### src/rtl/gf16_power_unit_if.sv
// Request/response bundle for gf16_power_unit: valid/ready on both sides plus status.
// slave is the engine side, master the requester/consumer side.
interface gf16_power_unit_if #(
    parameter int unsigned LANES = 4,
    parameter int unsigned EXP_W = 4
);
    logic                 valid_i;
    logic                 ready_o;
    logic [4*LANES-1:0]   operand_i;
    logic [EXP_W-1:0]     exponent_i;
    logic                 valid_o;
    logic                 ready_i;
    logic [4*LANES-1:0]   result_o;
    logic                 busy_o;

    modport slave (
        input  valid_i,
        input  operand_i,
        input  exponent_i,
        input  ready_i,
        output ready_o,
        output valid_o,
        output result_o,
        output busy_o
    );

    modport master (
        output valid_i,
        output operand_i,
        output exponent_i,
        output ready_i,
        input  ready_o,
        input  valid_o,
        input  result_o,
        input  busy_o
    );
endinterface

### src/rtl/gf16_power_unit.sv
// Multi-lane GF(2^4) exponentiation, P(x)=x^4+x+1, MSB-first square-and-multiply,
// one exponent bit per cycle, one operation in flight.
module gf16_power_unit #(
    parameter int unsigned LANES = 4,
    parameter int unsigned EXP_W = 4
) (
    input  logic              clk_i,
    input  logic              rst_i,
    gf16_power_unit_if.slave  bus
);
    localparam int unsigned CNT_W = (EXP_W > 1) ? $clog2(EXP_W) : 1;
    localparam int unsigned DW    = 4 * LANES;

    typedef enum logic [1:0] {StIdle, StRun, StDone} state_e;

    state_e            state_q, state_d;
    logic [DW-1:0]     base_q, base_d;
    logic [EXP_W-1:0]  exp_q, exp_d;
    logic [DW-1:0]     acc_q, acc_d;
    logic [CNT_W-1:0]  cnt_q, cnt_d;
    logic [DW-1:0]     result_q, result_d;
    logic [DW-1:0]     acc_step;

    function automatic logic [3:0] gf_sq(input logic [3:0] a);
        return {a[3], a[1] ^ a[3], a[2], a[0] ^ a[2]};
    endfunction

    // Shift-and-add multiply, reducing x^4 -> x+1 at each shift.
    function automatic logic [3:0] gf_mul(input logic [3:0] a, input logic [3:0] b);
        logic [3:0] p;
        logic [3:0] t;
        p = 4'h0;
        t = a;
        for (int i = 0; i < 4; i++) begin
            if (b[i]) p = p ^ t;
            t = {t[2:0], 1'b0} ^ (t[3] ? 4'b0011 : 4'b0000);
        end
        return p;
    endfunction

    always_comb begin
        acc_step = '0;
        for (int k = 0; k < int'(LANES); k++) begin
            acc_step[4*k +: 4] = exp_q[cnt_q] ? gf_mul(gf_sq(acc_q[4*k +: 4]), base_q[4*k +: 4])
                                              : gf_sq(acc_q[4*k +: 4]);
        end
    end

    always_comb begin
        state_d  = state_q;
        base_d   = base_q;
        exp_d    = exp_q;
        acc_d    = acc_q;
        cnt_d    = cnt_q;
        result_d = result_q;
        unique case (state_q)
            StIdle: begin
                if (bus.valid_i) begin
                    base_d  = bus.operand_i;
                    exp_d   = bus.exponent_i;
                    acc_d   = {LANES{4'h1}};
                    cnt_d   = CNT_W'(EXP_W - 1);
                    state_d = StRun;
                end
            end
            StRun: begin
                acc_d = acc_step;
                if (cnt_q == '0) begin
                    result_d = acc_step;
                    state_d  = StDone;
                end else begin
                    cnt_d = cnt_q - CNT_W'(1);
                end
            end
            StDone: begin
                if (bus.ready_i) state_d = StIdle;
            end
            default: state_d = StIdle;
        endcase
    end

    always_ff @(posedge clk_i) begin
        if (rst_i) begin
            state_q  <= StIdle;
            base_q   <= '0;
            exp_q    <= '0;
            acc_q    <= '0;
            cnt_q    <= '0;
            result_q <= '0;
        end else begin
            state_q  <= state_d;
            base_q   <= base_d;
            exp_q    <= exp_d;
            acc_q    <= acc_d;
            cnt_q    <= cnt_d;
            result_q <= result_d;
        end
    end

    assign bus.ready_o  = (state_q == StIdle);
    assign bus.valid_o  = (state_q == StDone);
    assign bus.busy_o   = (state_q == StRun) || (state_q == StDone);
    assign bus.result_o = result_q;
endmodule
### src/flat_wrapper.sv
// flat-port wrapper written by rule: the top's interface ports become plain ports
module gf16_power_unit_flat 
#(
    parameter int unsigned LANES = 4,
    parameter int unsigned EXP_W = 4
)
  (clk_i, rst_i, bus_valid_i, bus_operand_i, bus_exponent_i, bus_ready_i, bus_ready_o, bus_valid_o, bus_result_o, bus_busy_o);
  gf16_power_unit_if #(.LANES(LANES), .EXP_W(EXP_W)) bus_i ();
  input  logic clk_i;
  input  logic rst_i;
  input wire logic [$bits(bus_i.valid_i)-1:0] bus_valid_i;
  input wire logic [$bits(bus_i.operand_i)-1:0] bus_operand_i;
  input wire logic [$bits(bus_i.exponent_i)-1:0] bus_exponent_i;
  input wire logic [$bits(bus_i.ready_i)-1:0] bus_ready_i;
  output wire logic [$bits(bus_i.ready_o)-1:0] bus_ready_o;
  output wire logic [$bits(bus_i.valid_o)-1:0] bus_valid_o;
  output wire logic [$bits(bus_i.result_o)-1:0] bus_result_o;
  output wire logic [$bits(bus_i.busy_o)-1:0] bus_busy_o;
  assign bus_i.valid_i = bus_valid_i;
  assign bus_i.operand_i = bus_operand_i;
  assign bus_i.exponent_i = bus_exponent_i;
  assign bus_i.ready_i = bus_ready_i;
  assign bus_ready_o = bus_i.ready_o;
  assign bus_valid_o = bus_i.valid_o;
  assign bus_result_o = bus_i.result_o;
  assign bus_busy_o = bus_i.busy_o;
  gf16_power_unit #(.LANES(LANES), .EXP_W(EXP_W)) u_core (.clk_i(clk_i), .rst_i(rst_i), .bus(bus_i));
endmodule
### config.mk
export PLATFORM = sky130hd
export DESIGN_NAME = gf16_power_unit_flat
export DESIGN_NICKNAME = d
export VERILOG_FILES = /design/src/rtl/gf16_power_unit_if.sv /design/src/rtl/gf16_power_unit.sv /design/src/flat_wrapper.sv
export SDC_FILE = /design/constraint.sdc
export NUM_CORES = 1
export LEC_CHECK = 0
export ABC_AREA = 1
export ABC_CLOCK_PERIOD_IN_PS = 1500
export CORE_ASPECT_RATIO = 1.75
export CORE_UTILIZATION = 46
export CTS_CLUSTER_SIZE = 14
export DETAILED_ROUTE_END_ITERATION = 16
export HOLD_SLACK_MARGIN = 0.12
export PLACE_DENSITY_LB_ADDON = 0.08
export SLEW_MARGIN = 20
export SYNTH_ARGS = -nofsm -noshare
export SYNTH_HDL_FRONTEND = slang
export SYNTH_SLANG_ARGS = --single-unit
### constraint.sdc
create_clock -name clk_i -period 1.5 [get_ports clk_i]
set_clock_uncertainty 0.05 [all_clocks]
set_input_delay 0.15 -clock clk_i [delete_from_list [all_inputs] [get_ports clk_i]]
set_output_delay 0.15 -clock clk_i [all_outputs]
set_load 0.005 [all_outputs]
==> flow_summary.yaml <==
outcome:
  outcome: "complete, but fails checks"
  failed_checks: "negative setup slack"
final_layout:
  diodes: 0
  drive_gt1_share_pct: 32.4
  fin_util_pct: 68.9
  areaGrowthSynthToFinish_pct: 44.6
  instances_no_fill: 752
  nets: 691
timing:
  setup_violations: 13
  fin_ws_ns: -0.0329
  rsz0062_at_grt: "yes"
  hold_violations: 0
  period_share_pct: 102
  fmax_mhz: 652
  relSlewSlack_pct: 78.7
  drv_slew: 0
  tightest_slew_ns: 0.319
  finalCriticalPeriod_ns: 1.53
synth:
  ys_ff_latch: 56
  synth_most_common_cell: "nand2_1"
  yosys.area.top_type: "dfxtp_1"
  avgSynthCellArea_um2: 6.19
  syn_nets: 614
  netlist.area_leader.share_pct: 30.9
  netlist_area_um2: 3630
  synth_ff_type: "dfxtp_1"
  synth.distinct_cells: 31
  synth-edff-count: 0
  ys_top_cells_by_area: "dfxtp_1, nand2_1, nand3_1, inv_1, a21oi_1"
  synth_seq_area_share_pct: 30.9
  synth_cells: 586
  synthArstFlopShare_pct: 0
  yosys_warnings: 0
  synth_commonest_cells: "nand2_1, inv_1, nand3_1"
global_route:
  grt_max_degree: 33
  gr-total-overflow: 0
  grt_antenna_before_repair: 0
  grt_pass1_vias: 3737
  grt_first_pass_wirelength_um: 16300
  grtUsageTotal_pct: 24.4
routing:
  drtIter0Drc: 211
  route.detailed.drc: 0
  wl_um: 10500
  vias: 3923
  antenna_left: 0
  avgRoutedWirePerCell_um: 13.9
  via_per_inst: 5.22
  first_pass_iters: 7
worst_setup_path:
  cp_top_family: "buffers and inverters"
  crit_chain: "inv_4, ha_4, inv_4, o21ai_4, inv_2, nor2_4, buf_12, nand3_2, a21oi_2"
  r2r_slack_ns: -0.03
  cp.arrival_ns: 1.71
  max_stage_delay_ns: 0.34
  slowest_stage: "dfxtp_2"
  critPathMaxFanout: 8
  r2r_start: "u_core.state_q[1]$_SDFFE_PP0P_"
  endpoint_kind: "flop"
  crit_type: "flop to flop"
  critPathRequiredTime_ns: 1.67
  critPathBufInv: 4
  cp_common_cell: "inv_4"
  rr_worst_depth: 9
  r2r-end: "u_core.acc_q[7]$_SDFFE_PP0P_"
  start_kind: "flop"
placed_design:
  io_buffer_count: 42
  place_congestion: 0.907
  pre_cts_ws_ns: -0.0669
  dp.final_hpwl_um: 7090
  placed_cells: 733
power:
  p_int_w: 0.00507
  pwr-share-clk_pct: 14.9
  switchingPower_w: 0.00389
  power_leakage_nw: 2.42
  p_per_area_nw_per_um2: 1710
  seq_power_share_pct: 27.3
  swShare_pct: 43.4
  total_power_w: 0.00895
  comb_power_share_pct: 57.8
  ir_worst_vdd_v: 0.00147
clock_tree:
  path_clk_slew_ns: 0.07
  clock_latency_ns: 0.29
  clockBufferDepth: 2
  htreeDepth: 2
  clock-sinks: 56
  cts_tree: "yes"
  hold_buffers: 0
  cts_buffers: 5
  clockRootBuffer: "clkbuf_16"
min_path:
  worstHoldStart: "bus_operand_i[4]"
  hp-class: "primary input to flop"
  hold_depth: 3
  hold_end: "u_core.base_q[4]$_SDFFE_PP0P_"
flow_run:
  maxCapViolCount: 0
die:
  die_w_um: 69.1
  io_pins: 43
  die-area_um2: 8260
  core_area_um2: 7620
  row_count: 42
  die_h_um: 119
  initial_core_util_pct: 47.6
[per-layer routing]
| layer | vias to the layer above | share of wire (%) | global-route usage [%] |
|---|---|---|---|
| met2 | 107 | 55 | 45.8 |
| li1 | 1978 | - | - |
| met4 | 0 | 2.9 | 12.0 |
| met5 | - | 0 | 0 |
| met1 | 1810 | 39 | 26.1 |
| met3 | 28 | 3.5 | 3.13 |
[repair_timing]
item | 4_1_cts | 5_1_grt
gates resized for setup | 28 | 142
setup endpoints to repair | 33 | 40
buffers inserted | 3 | 8
pin swaps | 2 | 48
gates cloned | 1 | 0
[metrics by stage]
stage                     area, um^2  hold WS, ns  setup TNS (ns)
after global routing            5250        0.450           -2.16
after detailed placement        4420        0.403          -0.600
final                           5250        0.422          -0.248
after floorplan                 3640        0.267        -0.00787
after CTS                       4690        0.414          -0.127
after global placement          4420        0.402          -0.101
[layout make-up]
cell class | instances | area, um^2
Inverter | 90 | 358
Clock inverter | 2 | 35.0
Fill cell | 635 | 2370
Timing Repair Buffer | 90 | 900
Multi-Input combinational cell | 420 | 2530
Tap cell | 88 | 110
Sequential cell | 56 | 1180
Clock buffer | 6 | 129
[layout by cell type, fill, tap and decap left out, types with 26 or more instances in the layout]
master and instances:
nand2_1 152, dfxtp_1 30, inv_1 67, buf_4 38, nand3_1 35, nor2_1 38, nand2_2 29, clkdlybuf4s50_1 39
a21oi_1 26, o21ai_0 28
[how the worst max path moves through the flow]
stage	endpoint	slack [ns]	cells after the start	from
2_1_floorplan	u_core.acc_q[8]$_SDFFE_PP0P_	-0.008	10	u_core.state_q[1]$_SDFFE_PP0P_
3_3_place_gp	u_core.bus.result_o[5]$_SDFFE_PP0P_	-0.04	11	u_core.acc_q[6]$_SDFFE_PP0P_
3_5_place_dp	u_core.acc_q[14]$_SDFFE_PP0P_	-0.07	9	u_core.state_q[1]$_SDFFE_PP0P_
4_1_cts	u_core.acc_q[11]$_SDFFE_PP0P_	-0.02	8	u_core.state_q[0]$_SDFFE_PP0P_
5_1_grt	u_core.acc_q[13]$_SDFFE_PP0P_	-0.11	10	u_core.base_q[12]$_SDFFE_PP0P_
6_report	u_core.acc_q[7]$_SDFFE_PP0P_	-0.03	9	u_core.state_q[1]$_SDFFE_PP0P_
[state kept, by name, indices dropped and copies added, names as in the netlist]
register and count:
u_core.acc_q 16, u_core.exp_q 4, u_core.bus.result_o 16, u_core.cnt_q 2
u_core.state_q 2, u_core.base_q 16
[power by group through the flow]
stage                     Combinational (W)  Sequential (W)  Clock (W)
after floorplan                     0.00252         0.00227          0
after global placement              0.00416         0.00235          0
after detailed placement            0.00421         0.00235          0
after CTS                           0.00442         0.00235    0.00136
after global routing                0.00570         0.00250    0.00141
final                               0.00518         0.00244    0.00133
[kinds of logic after synthesis]
logic type	synth area share (%)
AOI/OAI and AO/OA	10.9
xor gates and xnor gates	6.24
adders and majority gates	1.38
buffers and inverters	12.5
DFF	30.9
and+or+nand+nor	38.1
[worst min-delay path: cells and delay by family]
| kind | cells | cell delay (ns) |
|---|---|---|
| simple gates | 1 | 0.04 |
| buf+inv | 1 | 0.39 |
| compound gates | 1 | 0.15 |
Power figures use the tool's default switching activity.
